<file path="config.mk">
export PLATFORM = sky130hd
export DESIGN_NAME = mem_port_arbiter_flat
export DESIGN_NICKNAME = d
export VERILOG_FILES = /design/src/rtl/arb_pkg.sv /design/src/rtl/mem_port_arbiter_if.sv /design/src/rtl/rr_pick3.sv /design/src/rtl/mem_port_arbiter.sv /design/src/flat_wrapper.sv
export SDC_FILE = /design/constraint.sdc
export NUM_CORES = 1
export LEC_CHECK = 0
export BUFFER_PORTS_ARGS = -buffer_cell sky130_fd_sc_hd__buf_2
export CORE_MARGIN = 2
export CORE_UTILIZATION = 45
export DETAILED_ROUTE_END_ITERATION = 12
export PLACE_DENSITY_LB_ADDON = 0.15
export SETUP_SLACK_MARGIN = 0.15
export SKIP_CTS_REPAIR_TIMING = 1
export SYNTH_ARGS = -nofsm -noshare
export SYNTH_HDL_FRONTEND = slang
export SYNTH_SLANG_ARGS = --single-unit
export TNS_END_PERCENT = 100
</file>
<file path="constraint.sdc">
create_clock -name clk -period 3.35 [get_ports clk]
set_input_delay 0 -clock clk [delete_from_list [all_inputs] [get_ports clk]]
set_output_delay 0 -clock clk [all_outputs]
set_load 0.005 [all_outputs]
</file>
<file path="src/rtl/arb_pkg.sv">
// Shared definitions for the three-requester memory port arbiter.
// Contents: requester count, FSM state type, mux select encodings and a
// one-hot grant to mux-select helper.
package arb_pkg;

    localparam int unsigned NUM_REQ = 3;
    localparam int unsigned SEL_W   = 2;

    typedef enum logic {
        IDLE = 1'b0,
        BUSY = 1'b1
    } arb_state_e;

    localparam logic [SEL_W-1:0] SEL_REQ0 = 2'b00;
    localparam logic [SEL_W-1:0] SEL_REQ1 = 2'b01;
    localparam logic [SEL_W-1:0] SEL_REQ2 = 2'b10;

    // Encode a one-hot grant as the datapath mux select; all-zero maps to requester 0.
    function automatic logic [SEL_W-1:0] onehot_to_sel(input logic [NUM_REQ-1:0] oh);
        logic [SEL_W-1:0] sel;
        sel = SEL_REQ0;
        if (oh[2]) begin
            sel = SEL_REQ2;
        end else if (oh[1]) begin
            sel = SEL_REQ1;
        end
        return sel;
    endfunction

endpackage

</file>
<file path="src/rtl/mem_port_arbiter_if.sv">
// Handshake bundle between the requesters/memory port and the arbiter.
// Signals: req, last, port_ready (toward arbiter); grant, mux_sel,
// port_valid, beat_ack, wdog_err (from arbiter).
// master: requester/port side, slave: arbiter side.
interface mem_port_arbiter_if;
    import arb_pkg::*;

    logic [NUM_REQ-1:0] req;
    logic [NUM_REQ-1:0] last;
    logic               port_ready;
    logic [NUM_REQ-1:0] grant;
    logic [SEL_W-1:0]   mux_sel;
    logic               port_valid;
    logic [NUM_REQ-1:0] beat_ack;
    logic               wdog_err;

    modport master (
        output req, last, port_ready,
        input  grant, mux_sel, port_valid, beat_ack, wdog_err
    );

    modport slave (
        input  req, last, port_ready,
        output grant, mux_sel, port_valid, beat_ack, wdog_err
    );

endinterface

</file>
<file path="src/rtl/rr_pick3.sv">
// Combinational round-robin pick among three requesters.
// Ports: req[2:0] request levels, ptr[1:0] last winner (search starts at
// ptr+1 mod 3), any = some request present, winner = chosen index.
module rr_pick3
    import arb_pkg::*;
(
    input  logic [NUM_REQ-1:0] req,
    input  logic [SEL_W-1:0]   ptr,
    output logic               any,
    output logic [SEL_W-1:0]   winner
);

    // Winner index doubles as the mux select encoding.
    always_comb begin
        any    = |req;
        winner = SEL_REQ0;
        case (ptr)
            2'd0: begin
                if      (req[1]) winner = SEL_REQ1;
                else if (req[2]) winner = SEL_REQ2;
                else if (req[0]) winner = SEL_REQ0;
            end
            2'd1: begin
                if      (req[2]) winner = SEL_REQ2;
                else if (req[0]) winner = SEL_REQ0;
                else if (req[1]) winner = SEL_REQ1;
            end
            default: begin
                if      (req[0]) winner = SEL_REQ0;
                else if (req[1]) winner = SEL_REQ1;
                else if (req[2]) winner = SEL_REQ2;
            end
        endcase
    end

endmodule

</file>
<file path="src/rtl/mem_port_arbiter.sv">
// Round-robin arbiter sharing one memory port between three requesters,
// with per-grant burst sequencing and a registered mux select.
// Ports: clk, arst_n (async active-low), bus (mem_port_arbiter_if.slave).
// Optional: define ARB_WDOG_EN to add a stall watchdog (WDOG_CYCLES) that
// forces release and pulses wdog_err; otherwise wdog_err is tied 0.
module mem_port_arbiter
    import arb_pkg::*;
#(
    parameter int unsigned MAX_BEATS   = 8,
    parameter int unsigned CNT_W       = 4
`ifdef ARB_WDOG_EN
    ,
    parameter int unsigned WDOG_CYCLES = 16
`endif
) (
    input  logic              clk,
    input  logic              arst_n,
    mem_port_arbiter_if.slave bus
);

    arb_state_e         state;
    logic [NUM_REQ-1:0] grant_q;
    logic [SEL_W-1:0]   mux_sel_q;
    logic [CNT_W-1:0]   cnt_q;
    logic [SEL_W-1:0]   ptr_q;

    logic               pick_any;
    logic [SEL_W-1:0]   pick_idx;
    logic [NUM_REQ-1:0] pick_oh;
    logic               req_g;
    logic               last_g;
    logic               valid;
    logic               beat;
    logic               cap_hit;
    logic               wdog_hit;

    rr_pick3 u_pick (
        .req    (bus.req),
        .ptr    (ptr_q),
        .any    (pick_any),
        .winner (pick_idx)
    );

    // Granted requester's signals, selected by the one-hot grant register.
    assign pick_oh = NUM_REQ'(1) << pick_idx;
    assign req_g   = |(bus.req & grant_q);
    assign last_g  = |(bus.last & grant_q);
    assign valid   = (state == BUSY) & req_g;
    assign beat    = valid & bus.port_ready;
    assign cap_hit = (cnt_q + CNT_W'(1)) == CNT_W'(MAX_BEATS);

`ifdef ARB_WDOG_EN
    localparam int unsigned WD_W = $clog2(WDOG_CYCLES + 1);

    logic [WD_W-1:0] stall_q;
    logic            wdog_err_q;

    assign wdog_hit = valid & ~bus.port_ready &
                      ((stall_q + WD_W'(1)) == WD_W'(WDOG_CYCLES));

    // Stall counter: held clear outside BUSY, cleared on every beat.
    always_ff @(posedge clk or negedge arst_n) begin
        if (!arst_n) begin
            stall_q    <= '0;
            wdog_err_q <= 1'b0;
        end else begin
            wdog_err_q <= wdog_hit;
            if (state != BUSY || beat) begin
                stall_q <= '0;
            end else if (valid && !bus.port_ready) begin
                stall_q <= stall_q + WD_W'(1);
            end
        end
    end

    assign bus.wdog_err = wdog_err_q;
`else
    assign wdog_hit     = 1'b0;
    assign bus.wdog_err = 1'b0;
`endif

    // Arbitration FSM; every exit from BUSY passes through one IDLE bubble.
    always_ff @(posedge clk or negedge arst_n) begin
        if (!arst_n) begin
            state     <= IDLE;
            grant_q   <= '0;
            mux_sel_q <= SEL_REQ0;
            cnt_q     <= '0;
            ptr_q     <= SEL_REQ2;
        end else begin
            case (state)
                IDLE: begin
                    if (pick_any) begin
                        state     <= BUSY;
                        grant_q   <= pick_oh;
                        mux_sel_q <= onehot_to_sel(pick_oh);
                        ptr_q     <= pick_idx;
                        cnt_q     <= '0;
                    end
                end
                BUSY: begin
                    if (!req_g || (beat && (last_g || cap_hit)) || wdog_hit) begin
                        state     <= IDLE;
                        grant_q   <= '0;
                        mux_sel_q <= SEL_REQ0;
                    end else if (beat) begin
                        cnt_q <= cnt_q + CNT_W'(1);
                    end
                end
                default: begin
                    state <= IDLE;
                end
            endcase
        end
    end

    assign bus.grant      = grant_q;
    assign bus.mux_sel    = mux_sel_q;
    assign bus.port_valid = valid;
    assign bus.beat_ack   = grant_q & {NUM_REQ{beat}};

endmodule

</file>
<file path="src/flat_wrapper.sv">
// flat-port wrapper written by rule: the top's interface ports become plain ports
module mem_port_arbiter_flat import arb_pkg::*;
#(
    parameter int unsigned MAX_BEATS   = 8,
    parameter int unsigned CNT_W       = 4

)
  (clk, arst_n, bus_req, bus_last, bus_port_ready, bus_grant, bus_mux_sel, bus_port_valid, bus_beat_ack, bus_wdog_err);
  mem_port_arbiter_if bus_i ();
  input  logic clk;
  input  logic arst_n;
  input wire logic [$bits(bus_i.req)-1:0] bus_req;
  input wire logic [$bits(bus_i.last)-1:0] bus_last;
  input wire logic [$bits(bus_i.port_ready)-1:0] bus_port_ready;
  output wire logic [$bits(bus_i.grant)-1:0] bus_grant;
  output wire logic [$bits(bus_i.mux_sel)-1:0] bus_mux_sel;
  output wire logic [$bits(bus_i.port_valid)-1:0] bus_port_valid;
  output wire logic [$bits(bus_i.beat_ack)-1:0] bus_beat_ack;
  output wire logic [$bits(bus_i.wdog_err)-1:0] bus_wdog_err;
  assign bus_i.req = bus_req;
  assign bus_i.last = bus_last;
  assign bus_i.port_ready = bus_port_ready;
  assign bus_grant = bus_i.grant;
  assign bus_mux_sel = bus_i.mux_sel;
  assign bus_port_valid = bus_i.port_valid;
  assign bus_beat_ack = bus_i.beat_ack;
  assign bus_wdog_err = bus_i.wdog_err;
  mem_port_arbiter #(.MAX_BEATS(MAX_BEATS), .CNT_W(CNT_W)) u_core (.clk(clk), .arst_n(arst_n), .bus(bus_i));
endmodule
</file>
=== After elaboration in Yosys (flattened, before gate mapping) ===
Cells that the tools add are included.

* Add/sub/neg operators: 1
* Multipliers: 0
* Divide/modulo/power cells: 0
* Order comparisons: 0
* Equality and inequality tests: 6
* Shifts and indexed selects: 1
* Multiplexer cells: 22
* Bitwise operators: 6
* Reduce and logical (&&, ||, !) cells: 11

{| class="wikitable"
|+ Operators with widths
! kind !! count
|-
| 2-bit 2-to-1 mux || 7
|-
| 4-bit 2-to-1 mux || 3
|-
| 3-bit bitwise AND || 3
|-
| 3-bit OR reduction || 3
|-
| 2-bit one-hot mux with 2 select lines || 2
|-
| 4-bit one-hot mux with 2 select lines || 1
|-
| 3-bit 2-to-1 mux || 2
|-
| 2-bit != test (second input constant) || 3
|-
| 3-bit one-hot mux with 2 select lines || 1
|-
| 1-bit 2-to-1 mux || 5
|-
| 4-bit by 1-bit adder with 4-bit output (second input constant) || 1
|-
| 4-bit equality test (second input constant) || 1
|-
| 2-bit AND reduction || 2
|-
| 3-bit AND reduction || 1
|-
| 1-bit by 2-bit left shift with 3-bit output (first input constant) || 1
|-
| 1-bit bitwise AND || 2
|-
| 2-bit by 1-bit equality test with 1-bit output (second input constant) || 1
|-
| 2-bit zero test || 1
|-
| 1-bit logical OR || 2
|-
| 2-bit by 1-bit != test with 1-bit output (second input constant) || 1
|-
| 1-bit one-hot mux with 2 select lines || 1
|-
| 1-bit logical AND || 1
|-
| 1-bit zero test || 1
|-
| 1-bit NOT || 1
|}

* Bits in registers: 12
* Latch bits: 0
* Bits in writable memories: 0
* Memory bits (read-only): 0
* Bits of input ports: 9
* Output and inout port bits: 10
* Logic and storage cells: 52
* Memories: 0

=== Longest topological paths before layout ===
Gate-level depths: netlist of the first run.

* Word-level depth: 9
* Gate-level depth with buffers: 7
* Gate-level depth less buffers: 5

=== Modules after synthesis ===
A second synthesis of the first run with hierarchy kept.

* Cells, all modules: 68
* Area total of the unflattened synthesis: 670.6 µm²

{| class="wikitable"
|+ Modules (own cells, without submodules)
! module !! times used !! cells an instance !! area an instance (µm²) !! sequential area each (µm²)
|-
| mem_port_arbiter || 1 || 60 || 611.8 || 251.5
|-
| rr_pick3 || 1 || 8 || 58.8 || 0.0
|}

=== Least setup slack after synthesis of the first run ===
No wires, ideal clock.

* Path type: flip-flop to flip-flop
* Start: register, netlist name u_core.bus.mux_sel[1]
* End: register u_core.cnt_q[3]
* Arrival time: 1.527 ns
* Required time: 3.224 ns
* Path slack: 1.697 ns
* Cell stages (with the launch flop): 7
* Buffers on the path: 1
* Cell sequence: dfrtp_1 > a222oi_1 > nor4b_1 > and3_4 > buf_6 > a31oi_4 > o31ai_2

{| class="wikitable"
|+ RTL lines
! what !! RTL line !! RTL
|-
| to (signal assigned) || mem_port_arbiter.sv:107 || <nowiki>cnt_q <= cnt_q + CNT_W'(1);</nowiki>
|-
| to (decl) || mem_port_arbiter.sv:24 || <nowiki>logic [CNT_W-1:0] cnt_q;</nowiki>
|}

==> results_dict.tcl, run 1 <==
set metrics [dict create \
    vias 600 \
    tns_ns 0 \
    coreArea_um2 1490 \
    place_congestion 0.730 \
    vias_per_cell 5.56 \
    hpwl_mm 1.01 \
    min_path_type "input pin to flop" \
    setup_viol 0 \
    synth_edf_count 0 \
    holdCritStartpoint "bus_req[2]" \
    synth-adder-area-share_pct 1.77 \
    rows 14 \
    grt_pass1_wl_mm 2.25 \
    synth.distinct_cells 39 \
    muxShareOfSynthArea_pct 2.83 \
    cellLeakagePower_nw 0.401 \
    cp-end-kind "primary output" \
    grt_util_all_layers_pct 15.8 \
    worst_slew_pin_slew_ns 0.533 \
    status "finished, final reports clean" \
    fin_crit_sh_pct 54.0 \
    max_freq_ghz 0.553 \
    synth-simple-area-share_pct 27.0 \
    pin_count 19 \
    routed_wl_mm 1.39 \
    clkTransAtPathRegs_ns 0.07 \
    synth_compound_area_share_pct 23.3 \
    rsz0062_at_grt "false" \
    num_antenna_cells 0 \
    r2r_start "u_core.bus.mux_sel[1]" \
    critPathLaunch "u_core.bus.mux_sel[1]" \
    cts_num_sinks 10 \
    design_area_um2 803 \
    finClkSkew_ns 0.00474 \
    period_minus_slack_ns 1.81 \
    finalNetCount 103 \
    firstDrtPassIters 4 \
    power_density_nw_per_um2 738 \
    synth-async-reset-ratio_pct 100 \
    die_width_um 43.7 \
    crit_type "flop to primary output" \
    post_drt_wl_per_cell_um 12.9 \
    setup_slack_ns 1.54 \
    post-place-ws_ns 1.60 \
    arrival_ns 1.81 \
    ir_worst_vdd_mv 0.380 \
    die_h_um 43.7 \
    syn-num-nets 88 \
    maxSlewViolCount 0 \
    ys.flop_type "dfrtp_1" \
    cap_violations 0 \
    drc 0 \
    cts_buffers 3 \
    grt_pass1_vias 521 \
    drive_above_1_share_pct 28.3 \
    cts_tree "done" \
    syn_avg_cell_area_um2 9.08 \
    ant_nets 0 \
    cts_buffer_depth 2 \
    clockRootBuffer "clkbuf_4" \
    ys_ff_latch 10 \
    seq_area_frac_synth_pct 35.5 \
    grt_max_degree 19 \
    relSlewSlack_pct 64.5 \
    final_cell_mix "buf_2, dfrtp_1, nand2_1, nor2_1" \
    finalHoldViolCount 0 \
    final_common_cell "buf_2" \
    syn_to_final_growth_pct 13.4 \
    syn_inst 78 \
    dieArea_um2 1910 \
    portBuffers 17 \
    yosys_warnings 0 \
    antenna_found_initial 0 \
    n_fill_cell 140 \
    cts_max_level 1 \
    cp-start-kind "flop" \
    synth_area_um2 708 \
    synth_top_family_by_area "simple AND/OR/NAND/NOR gates" \
    required_ns 3.35 \
    path_max_fanout 7 \
    synth_xor_area_share_pct 0 \
    drtIter0Drc 18 \
    dpl_cell_area_um2 757 \
    clk-insertion-delay-late_ns 0.26 \
    start_util_pct 47.6 \
    grt.overflow.total 0 \
]
worst max-delay path, stage by stage (launching register included):
cell	delay (ns)
dfrtp_1	0.44
a222oi_1	0.53
and2b_1	0.27
and3_1	0.18
buf_2	0.12
registers in the layout, indices dropped and copies added (netlist names):
| signal | count |
|---|---|
| u_core.cnt_q | 4 |
| u_core.bus.grant | 2 |
| u_core.ptr_q | 2 |
| u_core.bus.mux_sel | 1 |
| u_core.state | 1 |
report_power, final:
part           total, mW  leakage (nW)  switching, mW  internal (mW)
registers          0.253         0.127         0.0823          0.171
clock network      0.110        0.0210         0.0436         0.0659
logic              0.230         0.253          0.109          0.122
logic make-up (layout without fill, tap and decap cells):
group                      Yosys count  in the layout
and+or+nand+nor                     33             33
DFF                                 10             10
muxes                                2              2
adders and majority gates            1              1
AOI/OAI and AO/OA                   21             21
buffers and inverters               10             24
other                                1              1
synthesized netlist by cell type (3+ instances only):
cell type	n	share of area, %
and3_1	4	3.5
buf_4	3	3.2
clkbuf_1	3	1.6
dfrtp_1	9	32
nand2_1	7	3.7
nor2_1	6	3.2
o21ai_0	4	2.8
final cells by class:
type	count	area [um2]	share of cell area, %
multi-input combinational	58	393	48.9
sequential	10	251	31.3
timing repair buffer	18	95.1	11.8
clock buffer	4	36.3	4.52
tap	16	20.0	2.49
inverter	2	7.51	0.935
metrics by stage:
step | power (mW) | hold slack (ns) | utilization, % | instances
floorplan | 0.430 | -0.296 | - | 78
global placement | 0.480 | -0.124 | 50.8 | 103
detailed placement | 0.486 | -0.127 | 50.8 | 103
CTS | 0.597 | -0.416 | 53.3 | 107
global route | 0.639 | 0.0520 | 53.9 | 108
finish | 0.593 | 0.0164 | 53.9 | 108
per-layer routing:
layer	share of wire [%]	vias up	global-route usage, %
li1	-	305	-
met1	47	263	21.7
met2	43	30	23.5
met3	8.7	2	3.75
met4	0.65	0	7.27
met5	0	-	0
final timing paths:
path / to / slack (ns) / cells past startpoint
max: bus_beat_ack[1] / 1.54 / 4
min: u_core.ptr_q[1] / 0.02 / 3
max reg2reg: u_core.bus.grant[1] / 1.59 / 5
min reg2reg: u_core.ptr_q[1] / 0.56 / 2
max in group asynchronous: u_core.ptr_q[1] / 2.98 / 2
min in group asynchronous: u_core.bus.mux_sel[1] / 0.12 / 2
Note: power is estimated with default switching activity, not from simulation.
==> run 2, diff against run 1 <==
Clock period 3.35 ns to 1.5 ns, I/O delays scaled along.
==> run 2 against run 1 <==
Final cell count up 6.5%. Largest cell class unchanged. The run now ends with negative setup slack left. Clock power up 120%. Critical endpoint is now bus_beat_ack[0]. Global-route usage up 0.95 points. First-iteration DRC count down 11%. Setup slack worse by 1.7 ns. Die area unchanged. Wire length up 3.7%. Highest routed layer unchanged.
==> results_dict.tcl, run 2 (synthesis gave the netlist of run 1 again) <==
set metrics [dict create \
    clkTransAtPathRegs_ns 0.07 \
    syn_to_final_growth_pct 26.5 \
    crit_buf_inv 2 \
    finClkSkew_ns 0.00548 \
    post_drt_wl_per_cell_um 12.6 \
    fin_util_pct 60.2 \
    ant_nets 0 \
    cp-end-kind "primary output" \
    status "complete, but fails checks" \
    setup_slack_ns -0.166 \
    dieArea_um2 1910 \
    finalNetCount 110 \
    cts_max_level 1 \
    crit_type "flop to primary output" \
    cts_num_sinks 10 \
    vias_per_cell 5.48 \
    vias 630 \
    cts_buffers 3 \
    critPathMaxStageDelay_ns 0.40 \
    die_h_um 43.7 \
    grt.overflow.total 0 \
    clk-insertion-delay-late_ns 0.27 \
    clockRootBuffer "clkbuf_4" \
    cts_tree "done" \
    min_path_type "input pin to flop" \
    grt_pass1_vias 537 \
    antenna_found_initial 0 \
    hold_slack_ns 0.0369 \
    num_antenna_cells 0 \
    grt_max_degree 11 \
    r2r_setup_slack_ns -0.10 \
    violations "negative setup slack" \
    routed_wl_mm 1.45 \
    maxSlewViolCount 0 \
    firstDrtPassIters 4 \
    max_freq_ghz 0.600 \
    cap_violations 0 \
    period_minus_slack_ns 1.67 \
    cellLeakagePower_nw 0.452 \
    drive_above_1_share_pct 37.4 \
    grt_util_all_layers_pct 16.8 \
    die_width_um 43.7 \
    cp-start-kind "flop" \
    place_congestion 0.769 \
    drc 0 \
    dpl_cell_area_um2 802 \
    fin_crit_sh_pct 111 \
    drtIter0Drc 16 \
    setup_viol 10 \
    final_common_cell "buf_2" \
    ir_worst_vdd_mv 1.24 \
    rows 14 \
    critPathSlowestCell "dfrtp_1" \
    largest_reg_flops 4 \
    post-place-ws_ns -0.167 \
    coreArea_um2 1490 \
    rsz0062_at_grt "true" \
    grt_pass1_wl_mm 2.35 \
    arrival_ns 1.67 \
    worstPathCellList "a222oi_1 > buf_4 > and2b_1 > and3_1 > buf_2" \
    portBuffers 17 \
    pin_count 19 \
    largest_register "u_core.cnt_q" \
    required_ns 1.50 \
    finalPower_mw 1.51 \
    power_density_nw_per_um2 1680 \
    finalHoldViolCount 0 \
    design_area_um2 896 \
    cpLargestDelayFamily "flip-flops" \
    start_util_pct 47.6 \
    path_max_fanout 4 \
    hpwl_mm 1.08 \
    final_cell_mix "buf_2, dfrtp_1, nand2_1, buf_4, nor2_1" \
    cts_buffer_depth 2 \
]
-- run 2: changes by cell type in the layout (fill, tap and decap cells not counted) --
cell and change:
buf_4 +7, nor4b_1 -1, nor4b_4 +1, o21bai_1 -1, o21bai_4 +1, o2bb2ai_1 -1
o2bb2ai_2 +1, o41ai_1 -1, o41ai_2 +1
-- run 2: cell type report --
type                            instances  area (um2)
Inverter                                2        7.51
Tap cell                               16        20.0
Fill cell                             137         593
Timing Repair Buffer                   25         148
Sequential cell                        10         251
Multi-Input combinational cell         58         433
Clock buffer                            4        36.3
-- run 2: worst register-to-register path, cell delays in order, from the launching register on --
cell      delay (ns)
dfrtp_1         0.41
a222oi_1        0.11
buf_4           0.15
buf_4           0.13
nor4b_4         0.23
and3_4          0.29
mux2i_1         0.21
-- run 2: metrics by stage --
stage / instances / TNS, ns
finish: 115 / -0.932
global route: 115 / -2.08
CTS: 113 / -1.22
detailed placement: 109 / -0.618
global placement: 109 / -0.384
floorplan: 78 / -0.362
-- run 2: where the power goes --
group / total [mW] / internal, mW / switching (mW)
Combinational: 0.738 / 0.394 / 0.343
Sequential: 0.528 / 0.383 / 0.144
Clock: 0.241 / 0.147 / 0.0937
-- run 2: layer usage --
metal  share of wire (%)  global-route usage [%]  up-vias  wire length (um)
li1                    -                       -      324                 -
met2                  45                    24.1       20               651
met5                   0                       0        -                 0
met4                0.62                    9.09        0                 9
met1                  48                    24.2      284               696
met3                 6.1                    2.50        2                88
-- run 2: final timing paths --
kind / startpoint / end / cells past startpoint
min reg2reg: u_core.cnt_q[0] / u_core.cnt_q[0] / 1
min in group asynchronous: arst_n / u_core.cnt_q[0] / 2
max reg2reg: u_core.bus.mux_sel[1] / u_core.cnt_q[0] / 6
max in group asynchronous: arst_n / u_core.ptr_q[1] / 2
max: u_core.bus.grant[0] / bus_beat_ack[0] / 5
min: bus_req[1] / u_core.ptr_q[0] / 3
